**src/rtl/mem_reg_bank.sv**
```systemverilog
// mem_reg_bank: DEPTH x WIDTH register bank with a valid bit per entry.
//
// Ports:
//   clk      - system clock, rising edge
//   reset    - asynchronous active-high reset, clears the whole bank
//   enter    - load D into entry wr_addr
//   set      - load PRESET into entry wr_addr (wins over enter)
//   clr      - invalidate entry wr_addr (lowest priority, data retained)
//   wr_addr  - target entry for enter/set/clr
//   D        - write data
//   rd_en    - read request
//   rd_addr  - entry to read
//   Q        - registered read data
//   Q_valid  - valid bit of the entry read
//   rd_ack   - one-cycle pulse, Q/Q_valid updated this cycle
//   count    - number of valid entries (registered)
//   full     - count == DEPTH (registered)
module mem_reg_bank #(
  parameter int unsigned      WIDTH  = 8,
  parameter int unsigned      DEPTH  = 4,
  parameter logic [WIDTH-1:0] PRESET = {WIDTH{1'b1}},
  localparam int unsigned     AW     = $clog2(DEPTH)
) (
  input  logic             clk,
  input  logic             reset,
  input  logic             enter,
  input  logic             set,
  input  logic             clr,
  input  logic [AW-1:0]    wr_addr,
  input  logic [WIDTH-1:0] D,
  input  logic             rd_en,
  input  logic [AW-1:0]    rd_addr,
  output logic [WIDTH-1:0] Q,
  output logic             Q_valid,
  output logic             rd_ack,
  output logic [AW:0]      count,
  output logic             full
);

  localparam logic [AW:0] DepthW = (AW + 1)'(DEPTH);

  logic [WIDTH-1:0] mem_q [DEPTH];
  logic [WIDTH-1:0] mem_d [DEPTH];
  logic [DEPTH-1:0] valid_q, valid_d;
  logic [AW:0]      count_q, count_d;
  logic             full_q, full_d;
  logic [WIDTH-1:0] q_q, q_d;
  logic             q_valid_q, q_valid_d;
  logic             rd_ack_q, rd_ack_d;

  logic wr_ok, rd_ok;

  // Addresses beyond DEPTH only exist when DEPTH is not a power of two.
  assign wr_ok = ({1'b0, wr_addr} < DepthW);
  assign rd_ok = ({1'b0, rd_addr} < DepthW);

  // Write side: set > enter > clr.
  always_comb begin
    mem_d   = mem_q;
    valid_d = valid_q;
    if (wr_ok) begin
      if (set) begin
        mem_d[wr_addr]   = PRESET;
        valid_d[wr_addr] = 1'b1;
      end else if (enter) begin
        mem_d[wr_addr]   = D;
        valid_d[wr_addr] = 1'b1;
      end else if (clr) begin
        valid_d[wr_addr] = 1'b0;
      end
    end
  end

  // Occupancy is the population count of the post-edge valid bits, which
  // gives the +1/-1/no-change behaviour on every valid transition.
  always_comb begin
    count_d = '0;
    for (int i = 0; i < DEPTH; i++) begin
      count_d = count_d + {{AW{1'b0}}, valid_d[i]};
    end
    full_d = (count_d == DepthW);
  end

  // Read side samples pre-edge state, so same-address writes are not seen.
  always_comb begin
    q_d       = q_q;
    q_valid_d = q_valid_q;
    rd_ack_d  = 1'b0;
    if (rd_en) begin
      rd_ack_d = 1'b1;
      if (rd_ok) begin
        q_d       = mem_q[rd_addr];
        q_valid_d = valid_q[rd_addr];
      end else begin
        q_d       = '0;
        q_valid_d = 1'b0;
      end
    end
  end

  always_ff @(posedge clk or posedge reset) begin
    if (reset) begin
      for (int i = 0; i < DEPTH; i++) begin
        mem_q[i] <= '0;
      end
      valid_q   <= '0;
      count_q   <= '0;
      full_q    <= 1'b0;
      q_q       <= '0;
      q_valid_q <= 1'b0;
      rd_ack_q  <= 1'b0;
    end else begin
      mem_q     <= mem_d;
      valid_q   <= valid_d;
      count_q   <= count_d;
      full_q    <= full_d;
      q_q       <= q_d;
      q_valid_q <= q_valid_d;
      rd_ack_q  <= rd_ack_d;
    end
  end

  assign Q       = q_q;
  assign Q_valid = q_valid_q;
  assign rd_ack  = rd_ack_q;
  assign count   = count_q;
  assign full    = full_q;

endmodule

```
**config.mk**
```make
export PLATFORM = sky130hd
export DESIGN_NAME = mem_reg_bank
export DESIGN_NICKNAME = d
export VERILOG_FILES = /design/src/rtl/mem_reg_bank.sv
export SDC_FILE = /design/constraint.sdc
export NUM_CORES = 1
export LEC_CHECK = 0
export CAP_MARGIN = 0
export CORE_MARGIN = 1
export CORE_UTILIZATION = 48
export CTS_CLUSTER_DIAMETER = 120
export CTS_CLUSTER_SIZE = 24
export DETAILED_ROUTE_END_ITERATION = 12
export PLACE_DENSITY = 0.74
export SETUP_SLACK_MARGIN = 0.02
export SKIP_LAST_GASP = 1
export SLEW_MARGIN = 30
export SYNTH_ARGS = -nofsm -noshare
export SYNTH_HDL_FRONTEND = slang
export SYNTH_SLANG_ARGS = --single-unit
```
**constraint.sdc**
```tcl
create_clock -name clk -period 1.9 [get_ports clk]
set_clock_uncertainty 0.05 [all_clocks]
set_input_delay 0.285 -clock clk [delete_from_list [all_inputs] [get_ports clk]]
set_output_delay 0.285 -clock clk [all_outputs]
set_load 0.02 [all_outputs]
```
==> results of run 1 <==
## kinds of logic (layout without fill, tap and decap cells)
group / after synthesis / after routing
AOI/OAI and AO/OA: 24 / 24
adders and majority gates: 3 / 3
buffers and inverters: 11 / 59
DFF: 50 / 50
muxes: 50 / 50
and+or+nand+nor: 32 / 32
## Yosys cell counts
| library cell | count | area, sq um |
|---|---|---|
| a21o_2 | 1 | 8.76 |
| a21o_1 | 2 | 15.0 |
| nor3b_1 | 2 | 15.0 |
| nor2_1 | 1 | 3.75 |
| mux2i_1 | 9 | 90.1 |
| a21oi_1 | 11 | 55.1 |
| o21ai_0 | 9 | 45.0 |
| nand3b_1 | 2 | 15.0 |
| buf_4 | 2 | 15.0 |
| and2_1 | 1 | 6.26 |
| ha_1 | 2 | 25.0 |
| mux2_2 | 41 | 462 |
| nor2b_1 | 10 | 62.6 |
| inv_1 | 3 | 11.3 |
| or2_2 | 8 | 50.1 |
| buf_6 | 2 | 22.5 |
| dfrtp_1 | 50 | 1250 |
| clkbuf_1 | 2 | 7.51 |
| buf_2 | 2 | 10.0 |
| nand3_1 | 1 | 5.00 |
| nor3_4 | 1 | 16.3 |
| fa_1 | 1 | 20.0 |
| nor3b_4 | 1 | 18.8 |
| o211ai_2 | 1 | 12.5 |
| nand2_1 | 4 | 15.0 |
| nor2_4 | 1 | 11.3 |
## final timing paths
check                                        endpoint  slack (ps)  depth (start not counted)
worst min-delay path            mem_q[10]$_DFFE_PP0P_         280                          3
worst min register to register  mem_q[25]$_DFFE_PP0P_         460                          1
worst max register to register         full$_DFF_PP0_          70                          7
max in group asynchronous          count[1]$_DFF_PP0_        1290                          3
worst max-delay path                   full$_DFF_PP0_          70                          7
min in group clk                 valid_q[2]$_DFF_PP0_         380                          3
## where the power goes
part / internal (uW) / switching [uW]
registers: 1250 / 94.6
clock network: 260 / 348
logic: 416 / 334
## final cells by class
type / count / area (sq um)
fillers: 339 / 1570
flip-flops and latches: 50 / 1250
well taps: 52 / 65.1
multi-input cells: 109 / 1010
repair buffers: 48 / 447
clock buffers: 6 / 72.6
clock inverters: 2 / 13.8
inverters: 3 / 11.3
## per-layer routing
| metal | vias to the layer above | track usage |
|---|---|---|
| li1 | 685 | - |
| met1 | 728 | 0.282 |
| met2 | 26 | 0.343 |
| met3 | 9 | 0.0513 |
| met4 | 0 | 0.0689 |
| met5 | - | 0 |
## metrics by stage
stage	total power, uW	std cells	util
floorplan	1800	170	-
global placement	2050	260	0.623
detailed placement	2090	260	0.623
CTS	2730	269	0.646
global route	2850	270	0.647
finish	2710	270	0.647
## registers in the layout (all words and copies together), names as in the netlist
name,flops
Q,8
Q_valid,1
count,3
full,1
mem_q,32
rd_ack,1
valid_q,4
## critical path, delay by kind of cell, from the launching register on
kind,cells,cell delay [ps]
AND/OR/NAND/NOR,3,390
adder cells (fa/ha/maj),3,870
flip-flops,1,400
buffers and inverters,1,50
## what timing repair did
| action | in CTS | in global routing |
|---|---|---|
| gates resized for setup | 17 | 10 |
| gates cloned | 0 | 0 |
| pin swaps | 1 | 6 |
| setup endpoints to repair | 4 | 1 |
| setup buffers | 1 | 1 |
==> flow_summary.ini, run 1 <==
[clock_tree]
ctsHoldBuffers = 0
cts_tree = done
clockBufferDepth = 2
clk_pin_slew_worst_paths_ps = 90
cts_buffers = 5
clk_latency_ps = 300
cts_max_level = 2
cts_num_sinks = 50
cts_root_buf = clkbuf_8

[floorplan]
fp.dieArea_sq_um = 5010
die-width_microns = 70.8
core_sq_um = 4440
start_util = 0.511
die_h_microns = 70.8
num_io_pins = 32
rows = 24

[final_layout]
final_common_cell = dfrtp_1
diodes = 0
drive_gt1_frac = 0.422
fin_area_sq_um = 2880
nNetsFinal = 238
syn2layout_area_growth_pct = 26.7
layout_common_cells = dfrtp_1 (50), mux2_2 (41), clkdlybuf4s50_1 (26)

[setup_path]
critPathKind = flop to flop
cp_slowest_cell = fa_1
start_kind = flop
path_cells = nand2_2 > and2_4 > fa_1 > inv_2 > ha_4 > ha_4 > nor3b_2
slowest_delay_ps = 500
cp-startpoint = valid_q[3]$_DFF_PP0_
worstPathRequired_ps = 2080
cp.arrival_ps = 2010
worstPathMaxFanout = 2
r2r-start = valid_q[3]$_DFF_PP0_
critPathMostFrequentCell = ha_4
setup.worst_path.end_class = flop

[sta]
fin_setup_tns_ps = 0
timing.final.ws_setup_ps = 68.6
max_freq_mhz = 546
finalHoldViolations = 0
hold_ws_ps = 280
setup_viol = 0
timing.final.crit_period_ps = 1830
final.period_utilization = 0.964
slew_viol_final = 0
worst_pin_slew_ps = 781
slew_headroom = 0.478
rsz0062_at_grt = yes

[place]
place_congestion = 0.765
hpwlAfterDp_mm = 3.20
place_area_sq_um = 2770
io_buffer_count = 31
dp_worst_setup_slack_ps = -693

[logic_synthesis]
synth_seq_area_share = 0.551
mappedNetlistArea_sq_um = 2270
synthesis.instances = 170
syn_area_per_cell_sq_um = 13.4
synth_cell_types = 26
synth_top_family_by_area = multiplexers
yosys_register_bits = 50
synthMuxAreaShare = 0.243
yosys_warnings = 0
synthSimpleGateAreaFrac = 0.0965
syn-num-nets = 191
synth_fa_ha_area_frac = 0.0198
synth-xor-area-share = 0
synth_compound_gate_area_share = 0.0601

[detailed_routing]
drt_wl_total_mm = 4.71
wl_met3_microns = 160
drt_iter0_markers = 54
wire_per_inst_microns = 17.4
top_layer = met4
final_antenna_net_count = 0
drt-met1-wl_mm = 2.15
vias = 1448
remaining_drc_errors = 8
drt-vias-per-instance = 5.36
dr.pass1.iters = 7
routed-wl-met2_mm = 2.33

[grt]
grt_max_degree = 51
grt_usage = 0.211
grt_overflow_total = 0
grt_pass1_wl_mm = 7.87
antenna_found_initial = 0
grt_pass1_vias = 1576

[power_and_ir_drop]
p_leak_uw = 0.00115
powerDensity_nw_per_um2 = 941
ir_drop_mv = 0.807

[worst_hold_path]
hp-class = primary input to asynchronous set/reset pin

[flow_run]
drv_cap = 0

[status]
violations = DRC
status = finished, violations left
No activity file was read; power rests on OpenSTA's default activity.
==> inputs of run 2 (changes only) <==
--- a/config.mk
+++ b/config.mk
@@ -9,7 +9,7 @@
 export CORE_MARGIN = 1
 export CORE_UTILIZATION = 48
 export CTS_CLUSTER_DIAMETER = 120
-export CTS_CLUSTER_SIZE = 24
+export CTS_CLUSTER_SIZE = 14
 export DETAILED_ROUTE_END_ITERATION = 12
 export PLACE_DENSITY = 0.74
 export SETUP_SLACK_MARGIN = 0.02
==> results of run 2 <==
No change in the layout: final DEF, timing and power equal those of run 1.
==> inputs of run 3 (changes only) <==
--- a/config.mk
+++ b/config.mk
@@ -6,6 +6,7 @@
 export NUM_CORES = 1
 export LEC_CHECK = 0
 export CAP_MARGIN = 0
+export CORE_ASPECT_RATIO = 1.75
 export CORE_MARGIN = 1
 export CORE_UTILIZATION = 48
 export CTS_CLUSTER_DIAMETER = 120
@@ -18,3 +19,4 @@
 export SYNTH_ARGS = -nofsm -noshare
 export SYNTH_HDL_FRONTEND = slang
 export SYNTH_SLANG_ARGS = --single-unit
+export TNS_END_PERCENT = 5
==> run 3 against run 2 <==
Effect of this change:
- the run now ends clean
- sequential share of layout area rose by 0.27 points
- critical path depth rose by 2
- non-clock buffer count fell by 1
- die area rose by 0.21%
- maximum frequency rose by 0.54%
- critical path type is now primary input to flop
- largest cell class unchanged
- largest power group unchanged
==> flow_summary.ini, run 3 (synthesis results as in run 1) <==
[grt]
grt_overflow_total = 0
grt_pass1_wl_mm = 7.67
grt_max_degree = 35
antenna_found_initial = 0
grt_usage = 0.220
grt_pass1_vias = 1637

[sta]
worst_pin_slew_ps = 769
setup_viol = 0
final.period_utilization = 0.959
fin_setup_tns_ps = 0
hold_ws_ps = 251
finalHoldViolations = 0
rsz0062_at_grt = no
max_freq_mhz = 549
timing.final.crit_period_ps = 1820
slew_headroom = 0.486
slew_viol_final = 0

[place]
place_area_sq_um = 2750
hpwlAfterDp_mm = 3.47
place_congestion = 0.840
io_buffer_count = 31

[final_layout]
diodes = 0
fin_area_sq_um = 2860
layout_common_cells = dfrtp_1 (50), mux2_2 (41), clkdlybuf4s50_1 (26)
multi_input_area_sq_um = 1020
regMostFlops = mem_q
drive_gt1_frac = 0.412
syn2layout_area_growth_pct = 25.9
n_fill_cell = 361
fin_util = 0.637
seq_area_sq_um = 1250
nNetsFinal = 237
largest_register_ffs = 32
final_common_cell = dfrtp_1

[floorplan]
core_sq_um = 4480
die_h_microns = 93.0
rows = 32
fp.dieArea_sq_um = 5020
die-width_microns = 54.0
start_util = 0.506
num_io_pins = 32

[power_and_ir_drop]
internal-power_uw = 1920
powerDensity_nw_per_um2 = 932
p_comb_frac = 0.280
p_leak_uw = 0.00114
ir_drop_mv = 0.635
clockPowerShare = 0.213
seq_power_share = 0.507
p_sw_uw = 747
power_uw = 2660
swShare = 0.280

[setup_path]
cp.arrival_ps = 1990
cp_slowest_cell = fa_1
worstPathRequired_ps = 2060
worstPathMaxFanout = 7
slowest_delay_ps = 550
path_cells = buf_2 > buf_4 > nor3_4 > a21oi_2 > fa_1 > inv_2 > ha_4 > ha_4 > nor3b_2
start_kind = primary input
setup.worst_path.end_class = flop
path_buf_inv = 3
critPathKind = primary input to flop
path_delay_family = adder cells
critPathMostFrequentCell = ha_4

[detailed_routing]
wire_per_inst_microns = 18.0
remaining_drc_errors = 0
drt_iter0_markers = 16
dr.pass1.iters = 4
final_antenna_net_count = 0
drt-vias-per-instance = 5.50
vias = 1469
drt_wl_total_mm = 4.80

[clock_tree]
cts_buffers = 5
cts_tree = done
cts_num_sinks = 50
ctsHoldBuffers = 0
cts_max_level = 2
cts_root_buf = clkbuf_8
clk_pin_slew_worst_paths_ps = 80
clockBufferDepth = 2
clk_latency_ps = 290

[flow_run]
drv_cap = 0

[status]
status = finished clean

[worst_hold_path]
hp-class = primary input to asynchronous set/reset pin
[run 3: repair_timing]
| action | CTS | global route |
|---|---|---|
| setup buffers | 2 | 1 |
| endpoints found under the hold margin | 0 | 0 |
| endpoints found under the setup margin | 4 | 2 |
| pin swaps | 6 | 7 |
| resized for setup | 15 | 8 |
| gates cloned | 0 | 0 |
[run 3: power groups by stage]
| stage | clock [uW] | sequential [uW] | combinational (uW) |
|---|---|---|---|
| final | 567 | 1350 | 745 |
| after CTS | 583 | 1360 | 738 |
| after global routing | 611 | 1370 | 808 |
| after detailed placement | 0 | 1370 | 731 |
| after floorplan | 0 | 1430 | 369 |
| after global placement | 0 | 1360 | 700 |
[run 3: cell type report]
type                            count  share of cell area
Inverter                            3             0.00394
Clock buffer                        7              0.0267
Sequential cell                    50               0.438
Timing Repair Buffer               47               0.153
Multi-Input combinational cell    109               0.356
Tap cell                           51              0.0223
[run 3: worst register-to-register path: cells and delay by family, from the launching register on]
family / cells / cell delay [ps]
adders and majority gates: 3 / 880
buffers and inverters: 1 / 50
DFF: 1 / 350
and+or+nand+nor: 3 / 370
[run 3: final timing paths]
kind                       slack (ps)               endpoint  cells after the start             startpoint
setup / recovery                   80         full$_DFF_PP0_                      9             wr_addr[0]
hold / removal                    250       Q[5]$_DFFE_PP0P_                      2                  reset
setup reg to reg                  120         full$_DFF_PP0_                      7   valid_q[3]$_DFF_PP0_
hold reg to reg                   460  mem_q[21]$_DFFE_PP0P_                      1  mem_q[21]$_DFFE_PP0P_
max in group asynchronous        1050       Q[0]$_DFFE_PP0P_                      3                  reset
min in group clk                  340   valid_q[3]$_DFF_PP0_                      4             wr_addr[0]
[run 3: stage by stage]
stage,instances,worst slack [ps]
2_1_floorplan,170,-118
3_3_place_gp,257,-592
3_5_place_dp,257,-656
4_1_cts,266,20.4
5_1_grt,267,21.6
6_report,267,78.4
[run 3: routing by layer]
metal  vias up  wire (microns)  GRT usage
met5         -               0          0
met4         0              76     0.0791
met3         7             184     0.0427
met2        42            2640      0.385
met1       734            1910      0.255
li1        686               -          -
